## src/rtl/pc_redirect_unit.sv

```systemverilog
`timescale 1ns/1ps
`default_nettype none
// ============================================================================
// Module   : pc_redirect_unit
// Brief    : Program counter owner and MEM-stage branch redirect/flush control.
//            Optional branch performance counters are enabled by BRANCH_PERF_EN.
// Revision : 1.0 - initial release
// ============================================================================
module pc_redirect_unit #(
    parameter logic [31:0] RESET_PC    = 32'h0000_0000,
    parameter int unsigned MASK_CYCLES = 3
) (
    input  logic        clk,
    input  logic        rst_n,
    input  logic        pc_write,
    input  logic        Branch_mem,
    input  logic        branch_mem,
    input  logic [31:0] branch_target_mem,
    output logic [31:0] pc_if,
    output logic [31:0] pc_plus4_if,
    output logic        flush_if_id,
    output logic        flush_id_ex,
    output logic        flush_ex_mem,
    output logic        redirect_busy,
    output logic        misalign_err
`ifdef BRANCH_PERF_EN
    ,
    output logic [31:0] perf_branches,
    output logic [31:0] perf_taken
`endif
);

    localparam logic [1:0] S_IDLE   = 2'd0;
    localparam logic [1:0] S_SQUASH = 2'd1;

    localparam logic [2:0] c_MASK_INIT = 3'(MASK_CYCLES - 1);

    logic [1:0]  r_state;
    logic [2:0]  r_cnt;
    logic [31:0] r_pc;
    logic        r_misalign;
    logic        w_idle;
    logic        w_take;

    assign w_idle = (r_state == S_IDLE);
    // Gated with rst_n so no flush escapes while reset is held.
    assign w_take = Branch_mem & w_idle & rst_n;

    assign pc_if         = r_pc;
    assign pc_plus4_if   = r_pc + 32'd4;
    assign flush_if_id   = w_take;
    assign flush_id_ex   = w_take;
    assign flush_ex_mem  = w_take;
    assign redirect_busy = (r_state == S_SQUASH) & rst_n;
    assign misalign_err  = r_misalign;

    always_ff @(posedge clk) begin
        if (!rst_n) begin
            r_pc       <= RESET_PC;
            r_state    <= S_IDLE;
            r_cnt      <= 3'd0;
            r_misalign <= 1'b0;
        end else begin
            if (w_take) begin
                r_pc <= {branch_target_mem[31:2], 2'b00};
            end else if (pc_write) begin
                r_pc <= r_pc + 32'd4;
            end

            if (w_take && (branch_target_mem[1:0] != 2'b00)) begin
                r_misalign <= 1'b1;
            end

            case (r_state)
                S_IDLE: begin
                    if (w_take) begin
                        r_state <= S_SQUASH;
                        r_cnt   <= c_MASK_INIT;
                    end
                end
                S_SQUASH: begin
                    // Counts down independent of stalls so masking never stretches.
                    if (r_cnt == 3'd0) begin
                        r_state <= S_IDLE;
                    end else begin
                        r_cnt <= r_cnt - 3'd1;
                    end
                end
                default: begin
                    r_state <= S_IDLE;
                    r_cnt   <= 3'd0;
                end
            endcase
        end
    end

`ifdef BRANCH_PERF_EN
    logic [31:0] r_perf_branches;
    logic [31:0] r_perf_taken;

    always_ff @(posedge clk) begin
        if (!rst_n) begin
            r_perf_branches <= 32'd0;
            r_perf_taken    <= 32'd0;
        end else begin
            if (branch_mem && w_idle) begin
                r_perf_branches <= r_perf_branches + 32'd1;
            end
            if (w_take) begin
                r_perf_taken <= r_perf_taken + 32'd1;
            end
        end
    end

    assign perf_branches = r_perf_branches;
    assign perf_taken    = r_perf_taken;
`else
    // Kept on the interface for stability; only the perf counters consume it.
    logic w_unused_branch_mem;
    assign w_unused_branch_mem = branch_mem;
`endif

endmodule
`default_nettype wire

```

## config.mk

```make
export PLATFORM = sky130hd
export DESIGN_NAME = pc_redirect_unit
export DESIGN_NICKNAME = d
export VERILOG_FILES = /design/src/rtl/pc_redirect_unit.sv
export SDC_FILE = /design/constraint.sdc
export NUM_CORES = 1
export LEC_CHECK = 0
export BUFFER_PORTS_ARGS = -buffer_cell sky130_fd_sc_hd__buf_2
export CAP_MARGIN = 20
export CORE_MARGIN = 3
export CORE_UTILIZATION = 44
export CTS_CLUSTER_SIZE = 20
export DETAILED_ROUTE_END_ITERATION = 8
export PLACE_DENSITY = 0.77
export RECOVER_POWER = 50
export SETUP_SLACK_MARGIN = 0.1
export SLEW_MARGIN = 20
export SYNTH_ARGS = -nofsm -noshare
export SYNTH_HDL_FRONTEND = slang
export SYNTH_SLANG_ARGS = --single-unit
```

## constraint.sdc

```tcl
create_clock -name clk -period 2.41 [get_ports clk]
set_input_delay 0.482 -clock clk [delete_from_list [all_inputs] [get_ports clk]]
set_output_delay 0.482 -clock clk [all_outputs]
set_load 0.005 [all_outputs]
```

Word level (Yosys, flattened, before mapping)
Index checks and enable logic that the tools add are counted.
Widths: inputs -> output; s select.
{ "word_totals": {"regBits": 38, "in_bits": 37} }
{ "classes": {"add_sub_neg": 2, "n_eq_ne": 4, "muxes": 8, "bitwise": 4, "n_reduce_logical": 8} }
{ "op_table": {"columns": ["op", "n"], "rows": [
  ["$mux 32", 2],
  ["$add 32x3->32 const B", 1],
  ["$mux 3", 2],
  ["$pmux 3 s2", 1],
  ["$mux 2", 2],
  ["$ne 2x1->1 const B", 2],
  ["$pmux 2 s2", 1],
  ["$reduce_and 2->1", 2],
  ["$reduce_bool 2->1", 2],
  ["$and 1x1->1", 3],
  ["$logic_not 3->1", 1],
  ["$sub 3x1->3 const B", 1],
  ["$eq 2x1->1 const B", 1],
  ["$logic_not 2->1", 1],
  ["$ne 2x2->1 const B", 1],
  ["$reduce_or 2->1", 1],
  ["$logic_and 1x1->1", 1],
  ["$not 1->1", 1]
]} }

Longest topological paths before layout
Gate-level depths: netlist of the first run.
{ "depth": {"ltp_word": 5, "depth_mapped": 7} }

Worst setup path before layout of the first run
OpenSTA, ideal clock, no wires.
{ "synth_timing": {"path_kind": "register to output", "start": "register r_pc[2], in the netlist pc_if[2]", "end": "output port pc_plus4_if[28]", "arrival_time_ps": 2164, "required_ps": 1928, "path_slack_ps": -236, "stages_incl_launch_ff": 6, "n_path_buf": 0, "path_cell_list": "dfxtp_1 -> ha_1 -> nand3_1 -> or4_1 -> or4_1 -> xnor2_1"} }
{ "synth_via": {"elab_chain_len": 1} }
{ "synth_rtl": {"columns": ["item", "line_no", "rtl"], "rows": [
  ["start: declaration", "40", "logic [31:0] r_pc;"],
  ["start signal: assignment", "65", "r_pc <= {branch_target_mem[31:2], 2'b00};"],
  ["start signal: assignment", "67", "r_pc <= r_pc + 32'd4;"],
  ["$add 32x3->32", "50", "assign pc_plus4_if = r_pc + 32'd4;"],
  ["end: declaration", "20", "output logic [31:0] pc_plus4_if,"]
]} }
No other way between the ends.

Worst setup path after layout of the first run
Same ends and word-level chain as after synthesis.

==> impl_summary.txt, run 1 <==
----------------------------------------------------
[Run status]
  Status ... finished with violations
  Violations in the final reports ... negative setup slack

[STA]
  Worst clock skew ... 0.00689 ns
  Total negative slack ... -0.709 ns
  Slew at the pin closest to its max-slew limit ... ~0.66 ns
  Number of endpoints failing setup at the final stage ... 10
  Number of max-slew violations in the final report ... 0
  Final worst setup slack ... -0.175 ns
  Final period util ... 107%
  Final critical delay including setup and external delays ... 2.59 ns
  Hold WS ... 0.434 ns
  Fin. Hold Viols ... 0
  Slew headroom ... 55.9%
  Unrepaired setup endpoints after global routing ... true
  Highest attainable clock frequency ... roughly 390 MHz

[Cells and area]
  Number of antenna diodes ... 0
  Post-route design area ... about 3600 um^2
  Layout Area Growth over Synthesis ... 40.9%
  Total of fill cells in the finished design ... 479
  Post-route non-filler standard cell count ... between 500 and 600
  Nets ... 489
  Utilization after layout ... 66.9%
  Share of post-route cells with drive strength above 1 ... 39.8%

[Clock network]
  Later-pin clock latency in the skew report ... 0.29 ns
  Clock Tree Buf Depth ... 2
  Clk slew on worst S/H paths ... about 0.080 ns
  Clock Tree Root ... sky130_fd_sc_hd__clkbuf_8
  TritonCTS Sinks ... 35
  TritonCTS clock tree ... built
  Total number of H-tree levels ... 2
  Inserted Clock Buffers ... 5

[Critical path]
  Worst-path fanout max ... 2
  Cells along the critical path ... ha_4, nand3_4, or4_4, or4_4, xnor2_2, buf_2
  Critical path startpoint category ... flop
  Crit path buffers/inverters ... 1
  Worst path max stage delay ... 0.50 ns
  Worst r2r path cells ... 8
  Required time at the worst-slack endpoint ... 1.93 ns
  Arrival time worst endpoint ... 2.10 ns
  Path type of the worst setup path ... reg -> out
  Library cell contributing the largest single delay on the critical path ... sky130_fd_sc_hd__or4_4
  Most used cell along the critical path ... sky130_fd_sc_hd__or4_4
  Endpoint type of the worst setup path ... output pin
  Kind of cell adding the most delay to the critical path ... simple AND/OR/NAND/NOR gates
  Path length in cells of the critical path ... 6

[Global routing]
  Gr ovfl total ... 0
  Number of antenna violations at the first check in global routing ... 0
  Maximum number of pins on one net before global-route repair ... between 50 and 60
  Global-route wire length before repair ... about 12000 um
  Total Routing Usage GR ... 22.9%
  Via count of the first global-routing pass ... 2636

[Floorplanning]
  Die W ... 81.8 um
  Number of primary I/O pins ... 106
  Full die area ... ~6700 um^2
  Die span in y ... 81.8 um
  Effective utilization at floorplan ... 47.4%
  Area of the core ... 5340 um^2
  Placement row count ... 26

[Synthesis]
  Sequential cell area fraction in the yosys report ... 27.7%
  EDFF count, synth ... 0
  Synthesized area divided by synthesized cell count ... 7.65 um^2
  Compound-gate portion of the synthesized area ... 16.4%
  Xor/xnor cell area share of the yosys netlist ... 14.5%
  Largest family of logic cells by synthesized area ... simple AND/OR/NAND/NOR gates
  Fraction of the mapped netlist area in simple logic gates ... 30.5%
  Most frequently used flop master after synthesis ... sky130_fd_sc_hd__dfxtp_1
  Cell type with the largest total area after synthesis ... sky130_fd_sc_hd__dfxtp_1
  Total standard cell area after synthesis ... approximately 2500 um^2
  Yosys warns ... 0
  Synthesized-area fraction occupied by adder cells ... under 10%
  Proportion of synthesized area in mux cells ... 1.24%
  Area share of the largest cell type after synthesis ... 27.7%
  Post-synthesis sequential element count ... 35
  Number of distinct library cells after synthesis ... 45
  Largest cells by area after synthesis ... sky130_fd_sc_hd__dfxtp_1 28%, sky130_fd_sc_hd__xnor2_1 8.7%, sky130_fd_sc_hd__xor2_1 5.9%, sky130_fd_sc_hd__o21ai_0 5.5%, sky130_fd_sc_hd__nand4_1 3.7%
  Mapped Cells ... 331
  FFs w/ async S/R, synth ... 0%

[Run]
  Total of max-cap violations ... 0

[Pwr]
  Lkg Pwr ... 1.56 nW
  Power density of the placed cells ... 492 nW/um^2
  Net switching power ... about 500 uW
  Total power after layout ... 1.75 mW
  Clk network pwr share ... 36.8%
  Logic pwr share ... 23.5%
  Switch share ... ~29%
  Largest voltage drop on the vdd net ... 0.317 mV
  Fraction of power consumed by sequential logic ... between 30 and 40%
  Total internal power ... 1.25 mW

[Routing]
  Total wire length ... 8000 um
  Number of vias in the routed layout ... 2937
  Post-route DRC violation count ... 0
  Routed Antenna Nets ... 0
  Number of DRC markers in iteration 0 ... 220
  Mean number of vias per cell ... 5.65
  Number of optimization iterations in the first detailed-route pass ... 4
  Routed WL per cell ... 15.4 um

[Place]
  Count of input and output buffers ... 100
  Cell count after placement ... between 500 and 600
  RePlAce Congestion ... 0.866
  Post-detail-place hpwl ... 5690 um
  DP Worst Slack ... 0.00982 ns
  Placement-stage cell area ... 3260 um^2

[Worst hold path]
  Hold Crit Depth ... 3
  Class of the most critical hold timing path ... in -> reg

----------------------------------------------------
## routing by layer
metal | global-route usage (%) | routed length [um]
met5 | 0 | 0
met4 | 6.64 | 127
met3 | 3.84 | 580
met2 | 42.2 | 4000
met1 | 27.0 | 3290
## registers in the layout, indices dropped and copies added (netlist names)
| name | flops |
|---|---|
| r_cnt | 3 |
| pc_if | 30 |
| r_state | 1 |
| misalign_err | 1 |
## final timing paths
| check | start | slack [ns] | endpoint |
|---|---|---|---|
| worst max-delay path | pc_if[2] | -0.18 | pc_plus4_if[28] |
| worst min-delay path | branch_target_mem[20] | 0.43 | pc_if[20] |
| worst max register to register | pc_if[2] | 0.19 | pc_if[30] |
| worst min register to register | misalign_err | 0.48 | misalign_err |
## layout by cell type (no fill, tap or decap), types with 7 or more instances in the layout
master	netlist	routed
sky130_fd_sc_hd__xor2_1	17	17
sky130_fd_sc_hd__or4_1	9	7
sky130_fd_sc_hd__xnor2_1	25	22
sky130_fd_sc_hd__nand2_1	20	20
sky130_fd_sc_hd__dfxtp_1	35	30
sky130_fd_sc_hd__a31oi_1	10	10
sky130_fd_sc_hd__o31ai_1	9	9
sky130_fd_sc_hd__a21oi_1	13	13
sky130_fd_sc_hd__nor3_1	14	10
sky130_fd_sc_hd__nor4_1	9	7
sky130_fd_sc_hd__buf_2	9	100
sky130_fd_sc_hd__o21ai_0	28	28
sky130_fd_sc_hd__a211oi_1	7	7
sky130_fd_sc_hd__and4_1	9	9
sky130_fd_sc_hd__buf_4	6	42
sky130_fd_sc_hd__nand3_1	13	12
sky130_fd_sc_hd__nand4_1	15	15
sky130_fd_sc_hd__nor2_1	22	19
## synthesized netlist by cell type, types with 2 or more instances
cell                       number
sky130_fd_sc_hd__dfxtp_1       35
sky130_fd_sc_hd__o21ai_0       28
sky130_fd_sc_hd__xnor2_1       25
sky130_fd_sc_hd__nor2_1        22
sky130_fd_sc_hd__nand2_1       20
sky130_fd_sc_hd__clkbuf_1      18
sky130_fd_sc_hd__xor2_1        17
sky130_fd_sc_hd__nand4_1       15
sky130_fd_sc_hd__nor3_1        14
sky130_fd_sc_hd__a21oi_1       13
sky130_fd_sc_hd__nand3_1       13
sky130_fd_sc_hd__a31oi_1       10
sky130_fd_sc_hd__and4_1         9
sky130_fd_sc_hd__buf_2          9
sky130_fd_sc_hd__nor4_1         9
sky130_fd_sc_hd__o31ai_1        9
sky130_fd_sc_hd__or4_1          9
sky130_fd_sc_hd__a211oi_1       7
sky130_fd_sc_hd__buf_4          6
sky130_fd_sc_hd__or3_1          6
sky130_fd_sc_hd__inv_1          5
sky130_fd_sc_hd__and3_1         4
sky130_fd_sc_hd__ha_1           3
sky130_fd_sc_hd__buf_1          2
sky130_fd_sc_hd__mux2i_1        2
sky130_fd_sc_hd__nand2b_1       2
## worst reg2reg max path: stages, from the launching register on
cell	delay, ns
sky130_fd_sc_hd__dfxtp_4	0.37
sky130_fd_sc_hd__ha_4	0.15
sky130_fd_sc_hd__nand3_4	0.07
sky130_fd_sc_hd__or4_4	0.50
sky130_fd_sc_hd__buf_6	0.16
sky130_fd_sc_hd__buf_6	0.12
sky130_fd_sc_hd__buf_4	0.15
sky130_fd_sc_hd__or4_1	0.48
sky130_fd_sc_hd__a31oi_1	0.16
## timing repair
item	4_1_cts	5_1_grt
setup endpoints to repair	18	18
buffers inserted	11	1
hold buffers	0	0
pin swaps	5	5
gates resized for setup	14	6
## logic make-up after synthesis
family,count (synthesis)
fa+ha+maj,3
other cells,1
xor+xnor,42
mux,3
buf+inv,43
compound gates,70
flops,35
simple gates,134
## power groups by stage
stage | combinational (mW) | sequential [mW] | clock (mW)
floorplan | 0.238 | 0.686 | 0
global placement | 0.380 | 0.706 | 0
detailed placement | 0.389 | 0.709 | 0
CTS | 0.411 | 0.692 | 0.647
global route | 0.454 | 0.704 | 0.669
finish | 0.412 | 0.695 | 0.646
## cell type report
class / instances / area (um^2) / share of cell area, %
well taps: 70 / 87.6 / 2.46
flip-flops and latches: 35 / 712 / 20.0
inverters: 6 / 22.5 / 0.631
clock inverters: 3 / 67.6 / 1.89
multi-input cells: 256 / 1760 / 49.3
repair buffers: 145 / 850 / 23.8
clock buffers: 5 / 68.8 / 1.93
No activity file was read; power rests on OpenSTA's default activity.
==> run 2: changes to the inputs <==
--- a/config.mk
+++ b/config.mk
@@ -13,6 +13,7 @@
 export DETAILED_ROUTE_END_ITERATION = 8
 export PLACE_DENSITY = 0.77
 export RECOVER_POWER = 50
+export REMOVE_ABC_BUFFERS = 1
 export SETUP_SLACK_MARGIN = 0.1
 export SLEW_MARGIN = 20
 export SYNTH_ARGS = -nofsm -noshare
==> run 2 against run 1 <==
  * The run still ends with negative setup slack left
  * Cell count grew 1.5%
  * Combinational power grew 5%
  * Non-clock buffer count grew 7
  * Die area is the same
  * Largest power group unchanged
  * Sequential power shrank 1%
  * Critical path type unchanged
  * Largest cell class unchanged
  * Clock power shrank 13%
==> impl_summary.txt, run 2 (same netlist as run 1, synthesis figures left out) <==
----------------------------------------------------
[Global routing]
  Maximum number of pins on one net before global-route repair ... 58 (unchanged)
  Global-route wire length before repair ... 12900 um (was 12200 um)
  Total Routing Usage GR ... 24.5% (was 22.9%)
  Number of antenna violations at the first check in global routing ... 0 (unchanged)
  Via count of the first global-routing pass ... 2734 (was 2636)
  Gr ovfl total ... 0 (unchanged)

[Clock network]
  Clock Tree Buf Depth ... 2 (unchanged)
  Clock Tree Root ... sky130_fd_sc_hd__clkbuf_8 (unchanged)
  Total number of H-tree levels ... 2 (unchanged)
  TritonCTS clock tree ... built (unchanged)
  Number of buffers added to fix hold violations after cts ... 0 (unchanged)
  Later-pin clock latency in the skew report ... 0.30 ns (was 0.29 ns)
  Inserted Clock Buffers ... 5 (unchanged)
  TritonCTS Sinks ... 35 (unchanged)
  Clk slew on worst S/H paths ... 0.08 ns (about the same)

[Place]
  Post-detail-place hpwl ... 5710 um (was 5690 um)
  RePlAce Congestion ... 0.892 (was 0.866)
  Cell count after placement ... 505 (was 501)
  Count of input and output buffers ... 100 (unchanged)

[Critical path]
  Arrival time worst endpoint ... 2.09 ns (was 2.10 ns)
  Path type of the worst setup path ... reg -> out (unchanged)
  Worst r2r path cells ... 7 (was 8)
  Minimum setup slack among reg-to-reg paths ... 0.07 ns (was 0.19 ns)
  Worst reg2reg path startpoint ... pc_if[13] (was pc_if[2])
  Launch point of the critical path ... pc_if[13] (was pc_if[2])
  End of the critical path ... pc_plus4_if[28] (unchanged)
  Required time at the worst-slack endpoint ... 1.93 ns (about the same)
  Capturing point of the worst reg2reg path ... pc_if[27] (was pc_if[30])
  Critical path startpoint category ... flop (unchanged)
  Endpoint type of the worst setup path ... output pin (unchanged)
  Worst-path fanout max ... 2 (unchanged)

[Run status]
  Violations in the final reports ... negative setup slack (unchanged)
  Status ... finished with violations (unchanged)

[STA]
  Fin. Hold Viols ... 0 (unchanged)
  Number of max-slew violations in the final report ... 0 (unchanged)
  Final worst setup slack ... -0.161 ns (was -0.175 ns)
  Final period util ... 107% (about the same)
  Hold WS ... 0.425 ns (was 0.434 ns)
  Highest attainable clock frequency ... 389 MHz (was 387 MHz)
  Worst clock skew ... 0.00958 ns (was 0.00689 ns)
  Number of endpoints failing setup at the final stage ... 10 (unchanged)
  Slew headroom ... 66.0% (was 55.9%)
  Final critical delay including setup and external delays ... 2.57 ns (was 2.59 ns)
  Unrepaired setup endpoints after global routing ... true (unchanged)
  Slew at the pin closest to its max-slew limit ... 0.511 ns (was 0.656 ns)

[Routing]
  Number of vias in the routed layout ... 3069 (was 2937)
  Post-route DRC violation count ... 0 (unchanged)
  Total wire length ... 8530 um (was 8000 um)
  Number of optimization iterations in the first detailed-route pass ... 5 (was 4)
  Number of DRC markers in iteration 0 ... 214 (was 220)
  Mean number of vias per cell ... 5.81 (was 5.65)
  Routed Antenna Nets ... 0 (unchanged)
  Routed WL per cell ... 16.2 um (was 15.4 um)

[Pwr]
  Power density of the placed cells ... 456 nW/um^2 (was 492 nW/um^2)
  Total power after layout ... 1.68 mW (was 1.75 mW)
  Largest voltage drop on the vdd net ... 0.334 mV (was 0.317 mV)
  Lkg Pwr ... 1.67 nW (was 1.56 nW)

[Cells and area]
  Nets ... 497 (was 489)
  Commonest non-fill, non-tap cell in the layout ... sky130_fd_sc_hd__buf_2 (unchanged)
  Post-route non-filler standard cell count ... 528 (was 520)
  Number of antenna diodes ... 0 (unchanged)
  Layout Area Growth over Synthesis ... 45.3% (was 40.9%)
  Total of fill cells in the finished design ... 466 (was 479)
  Share of post-route cells with drive strength above 1 ... 40.8% (was 39.8%)
  Commonest non-fill, non-tap cells in the layout ... 96 x sky130_fd_sc_hd__buf_2, 39 x sky130_fd_sc_hd__buf_4, 28 x sky130_fd_sc_hd__o21ai_0 (was 100 x sky130_fd_sc_hd__buf_2, 42 x sky130_fd_sc_hd__buf_4, 30 x sky130_fd_sc_hd__dfxtp_1)
  Max reg flops ... 30 (unchanged)
  Utilization after layout ... 68.9% (was 66.9%)

[Worst hold path]
  Hold Startpoint ... branch_target_mem[20] (unchanged)
  Class of the most critical hold timing path ... in -> reg (unchanged)

[Floorplanning]
  Number of primary I/O pins ... 106 (unchanged)
  Placement row count ... 26 (unchanged)
  Area of the core ... 5340 um^2 (unchanged)
  Full die area ... 6700 um^2 (unchanged)
  Effective utilization at floorplan ... 47.4% (unchanged)
  Die span in y ... 81.8 um (unchanged)
  Die W ... 81.8 um (unchanged)

[Run]
  Total of max-cap violations ... 0 (unchanged)

----------------------------------------------------
==> run 2: worst max-delay path, cell delays in order (launching register included) <==
cell and delay [ns]:
sky130_fd_sc_hd__dfxtp_2 0.33, sky130_fd_sc_hd__nand4_1 0.15, sky130_fd_sc_hd__or4_4 0.56, sky130_fd_sc_hd__or4_4 0.45
sky130_fd_sc_hd__xnor2_2 0.17, sky130_fd_sc_hd__buf_2 0.14
==> run 2: metrics by stage <==
stage | instance area (um^2) | worst slack [ns] | setup TNS [ns]
after floorplan | 2360 | -0.427 | -0.867
after global placement | 3230 | -0.0254 | -0.0254
after detailed placement | 3230 | -0.0575 | -0.0575
after CTS | 3540 | -0.130 | -0.346
after global routing | 3680 | -0.216 | -1.39
final | 3680 | -0.161 | -0.662
==> run 2: worst min path at each step <==
stage	endpoint	slack [ns]	cells after the start
after floorplan	misalign_err	0.46	2
after global placement	misalign_err	0.45	2
after detailed placement	misalign_err	0.46	2
after CTS	pc_if[20]	0.41	3
after global routing	pc_if[20]	0.44	3
final	pc_if[20]	0.43	3
==> run 2: layer usage <==
metal | GRT usage (%) | vias up | routed length [um]
met4 | 7.64 | 0 | 112
met3 | 4.93 | 12 | 714
met5 | 0 | - | 0
met1 | 29.8 | 1426 | 3550
met2 | 43.1 | 161 | 4160
li1 | - | 1470 | -
==> run 2: timing repair <==
item	CTS	global route
setup buffers	7	8
resized for setup	31	25
pin swaps	9	13
cloned	1	0
setup endpoints to repair	18	21
==> run 2: layout make-up <==
class | instances | area (um^2) | area share (%)
clock inverters | 2 | 35.0 | 0.952
flip-flops and latches | 35 | 718 | 19.5
multi-input cells | 257 | 1830 | 49.8
repair buffers | 152 | 901 | 24.5
well taps | 70 | 87.6 | 2.38
inverters | 6 | 22.5 | 0.612
clock buffers | 6 | 82.6 | 2.24
==> run 2: where the power goes <==
group	internal [mW]	switching [mW]	total [mW]
Combinational	0.215	0.216	0.431
Sequential	0.628	0.0577	0.686
Clock	0.335	0.225	0.560
